## config.mk

```make
export PLATFORM = sky130hd
export DESIGN_NAME = down_counter
export DESIGN_NICKNAME = d
export VERILOG_FILES = /design/src/rtl/counter_pkg.sv /design/src/rtl/down_counter.sv
export SDC_FILE = /design/constraint.sdc
export NUM_CORES = 1
export LEC_CHECK = 0
export BUFFER_PORTS_ARGS = -buffer_cell sky130_fd_sc_hd__buf_2
export CAP_MARGIN = 20
export CORE_MARGIN = 10
export CORE_UTILIZATION = 42
export CTS_BUF_LIST = sky130_fd_sc_hd__clkbuf_8
export CTS_CLUSTER_SIZE = 28
export DETAILED_ROUTE_END_ITERATION = 10
export PLACE_DENSITY = 0.72
export SETUP_SLACK_MARGIN = 0.05
export SYNTH_ARGS = -nofsm -noshare
export SYNTH_HDL_FRONTEND = slang
export SYNTH_SLANG_ARGS = --single-unit
```

## constraint.sdc

```tcl
create_clock -name clk -period 2.7 [get_ports clk]
set_input_delay 0.54 -clock clk [delete_from_list [all_inputs] [get_ports clk]]
set_output_delay 0.54 -clock clk [all_outputs]
set_load 0.02 [all_outputs]
```

## src/rtl/counter_pkg.sv

```systemverilog
// Shared definitions for the counter library (up-counter and down-counter).
package counter_pkg;

    localparam int unsigned COUNT_W_DEFAULT = 8;

    typedef enum logic [0:0] {
        IDLE = 1'b0,
        RUN  = 1'b1
    } ctr_state_t;

endpackage

```

## src/rtl/down_counter.sv

```systemverilog
// Loadable down-counter / interval timer with a one-cycle terminal-count pulse and
// optional auto-reload of the last loaded value.
module down_counter
    import counter_pkg::*;
#(
    parameter int unsigned WIDTH     = COUNT_W_DEFAULT,
    parameter bit          RELOAD_EN = 1'b0
) (
    input  logic             clk,
    input  logic             rst,
    input  logic             load,
    input  logic [WIDTH-1:0] load_val,
    input  logic             en,
    output logic [WIDTH-1:0] count,
    output logic             busy,
    output logic             tc
);

    ctr_state_t       state_q, state_d;
    logic [WIDTH-1:0] count_q, count_d;
    logic [WIDTH-1:0] reload_q, reload_d;
    logic             tc_q, tc_d;
    logic             busy_q;

    always_comb begin
        state_d  = state_q;
        count_d  = count_q;
        reload_d = reload_q;
        tc_d     = 1'b0;

        if (load) begin
            // A load overrides any terminal condition in the same cycle.
            count_d  = load_val;
            reload_d = load_val;
            state_d  = (load_val != '0) ? RUN : IDLE;
        end else if (state_q == RUN && en) begin
            if (count_q == WIDTH'(1)) begin
                tc_d = 1'b1;
                if (RELOAD_EN) begin
                    count_d = reload_q;
                end else begin
                    count_d = '0;
                    state_d = IDLE;
                end
            end else begin
                count_d = count_q - WIDTH'(1);
            end
        end
    end

    always_ff @(posedge clk) begin
        if (rst) begin
            state_q  <= IDLE;
            count_q  <= '0;
            reload_q <= '0;
            tc_q     <= 1'b0;
            busy_q   <= 1'b0;
        end else begin
            state_q  <= state_d;
            count_q  <= count_d;
            reload_q <= reload_d;
            tc_q     <= tc_d;
            busy_q   <= (state_d == RUN);
        end
    end

    assign count = count_q;
    assign busy  = busy_q;
    assign tc    = tc_q;

endmodule

```

==> qor.csv <==
metric,value,unit
"Buf+Inv Stages, Crit Path",0,
worst skew pair latency,0.24,ns
non-filler instance count after layout,114,
CTS tree,done,
CTS resizes,0,
CP endpoint kind,flop,
async set or reset register ratio after synthesis,0,
share of layout cells above drive strength 1,0.303,
H-Tree Depth,1,
"Max FO, Critical Path",6,
Final ANT Viol Nets,0,
placed instance area,726,sq um
slew margin rel.,0.656,
Critical Setup Path Class,flop to flop,
antenna violations before repair,0,
Syn Inst Count,77,
placed cell count,110,
Vias,710,
gp weighted congestion,0.823,
CP Launch Type,flop,
Clock Skews,0.00140,ns
Synthesis Warnings,0,
Worst Hold Class,flop to flop,
crit path launch,count[0],
number of global-route vias before repair,702,
Port Buf Inserts,21,
register area,200,sq um
fin crit share,0.600,
Final min period,1.62,ns
Chip Width,58.6,microns
Max Fclk,0.617,GHz
syn avg cell area,8.11,sq um
Fin Setup TNS,0,ns
PwrDens,595,nW/um^2
register area share after synthesis,0.321,
WL/cell,16.8,microns
first-pass GRT wire length,3310,microns
total grt overflow,0,
clk slew on worst S/H paths,0.05,ns
Diodes inserted,0,
Final Max Tran Viols,0,
WP data arrival,1.74,ns
maxcap violations,0,
clk sink count,10,
die area,3430,sq um
Root Driver,clkbuf_8,
Pre-antenna DRT Iters,5,
FF-to-FF Start,count[0],
I/O pin cnt,22,
Peak supply drop,0.317,mV
multi-input logic area,379,sq um
Post-synth EDFFs,0,
Initial Util,0.462,
Critical Path Slowest Stage Cell,nor4_1,
Cell variety after synth,29,
hold_sp,busy,
DRT iter0 DRCs,31,
Post-Syn Nets,91,
Layout area overhead,25.1,%
Final setup viols,0,
required time of the critical path,2.82,ns
worst path cell trace,"nor4_1, nand3_1, a221oi_1, nor3_1",
drt drc,0,
Core Box Area,1350,sq um
row count,13,
CTS Buf Count,3,
Nets,114,
"CP delay by family, top",simple AND/OR/NAND/NOR gates,
largest net degree at the start of global routing,14,
gr usage total,0.121,
vias per cell,6.23,
Post-synth top flop,dfxtp_1,
drt total wl,1920,microns
Mapped Area,624,sq um
RSZ-0062 raised after global routing,false,
static leakage,0.334,nW
total power,0.464,mW
die height,58.6,microns
run status,"complete, no violations",
Critical Path Max Stage Delay,0.51,ns
Least-Margin Pin Slew,0.511,ns
Final Hold Fails,0,
Post-DP HPWL,1300,microns
Fillers,128,
Clock Path Buffers,2,
CTS Hold Bufs,0,
Register-to-Register Setup Slack,1.08,ns
buffer count from post-CTS setup fixing,0,
fin area,781,sq um
register bit total from synthesis,10,
per-layer routing:
layer,wire length (microns),vias to the layer above,GRT usage
met2,859,50,0.167
met3,187,12,0.0429
li1,-,333,-
met4,89,0,0.0973
met1,784,315,0.146
met5,0,-,0
worst paths after layout:
kind | cells past startpoint | endpoint
max | 4 | count[7]
min | 2 | tc
max reg2reg | 4 | count[7]
min reg2reg | 2 | tc
sequential cells by signal, summed over array words and instances, names as in the netlist:
| name | flops |
|---|---|
| count | 8 |
| busy | 1 |
| tc | 1 |
area by class of cell:
type,instances,share of cell area
Sequential cell,10,0.256
Timing Repair Buffer,21,0.135
Inverter,6,0.0288
Clock buffer,4,0.0705
Multi-Input combinational cell,58,0.486
Tap cell,15,0.0240
cell usage after synthesis, types with 3 or more instances:
cell | n | area share
nor3_1 | 4 | 0.032
inv_1 | 6 | 0.036
nand2_1 | 4 | 0.024
a221oi_1 | 3 | 0.042
and2_1 | 3 | 0.030
nor4_1 | 4 | 0.040
dfxtp_1 | 10 | 0.32
a21oi_1 | 4 | 0.032
nor2_1 | 6 | 0.036
nand3_1 | 4 | 0.032
worst reg2reg max path, stage by stage (launching register included):
cell and delay, ns:
dfxtp_1 0.37, nor4_1 0.52, nand3_1 0.19, a221oi_1 0.36, nor3_1 0.08
placed cells by master (no fill, tap or decap), types with 2 or more instances in the layout:
| cell | instances |
|---|---|
| nand2_1 | 4 |
| ha_1 | 2 |
| a221oi_1 | 3 |
| a211oi_1 | 2 |
| nor2_1 | 6 |
| nand3_1 | 4 |
| and2_1 | 3 |
| a21oi_1 | 4 |
| clkbuf_8 | 4 |
| or4_1 | 2 |
| inv_1 | 6 |
| dfxtp_1 | 10 |
| o21ai_1 | 2 |
| nor3_1 | 4 |
| or3b_1 | 2 |
| a31oi_1 | 2 |
| buf_2 | 21 |
| nand3b_1 | 2 |
| or3_1 | 2 |
| o21ai_0 | 2 |
| nor4_1 | 4 |
kinds of logic after synthesis:
group,count (synthesis),share of synthesized area
AO/OA/AOI/OAI,17,0.198
adder cells (fa/ha/maj),2,0.0401
buffers and inverters,9,0.0721
flip-flops,10,0.321
AND/OR/NAND/NOR,39,0.369
metrics by stage:
stage	utilization	hold WS [ns]	setup slack, ns
floorplan	-	0.575	1.12
global placement	0.538	0.509	0.983
detailed placement	0.538	0.505	0.945
CTS	0.578	0.512	1.12
global route	0.578	0.558	0.847
finish	0.578	0.515	1.08
power breakdown:
part,internal [mW],switching [mW],leakage [nW]
sequential,0.158,0.0145,0.0829
clock,0.129,0.0665,0.0288
combinational,0.0380,0.0586,0.223
total,0.325,0.140,0.334
Power figures use the tool's default switching activity.
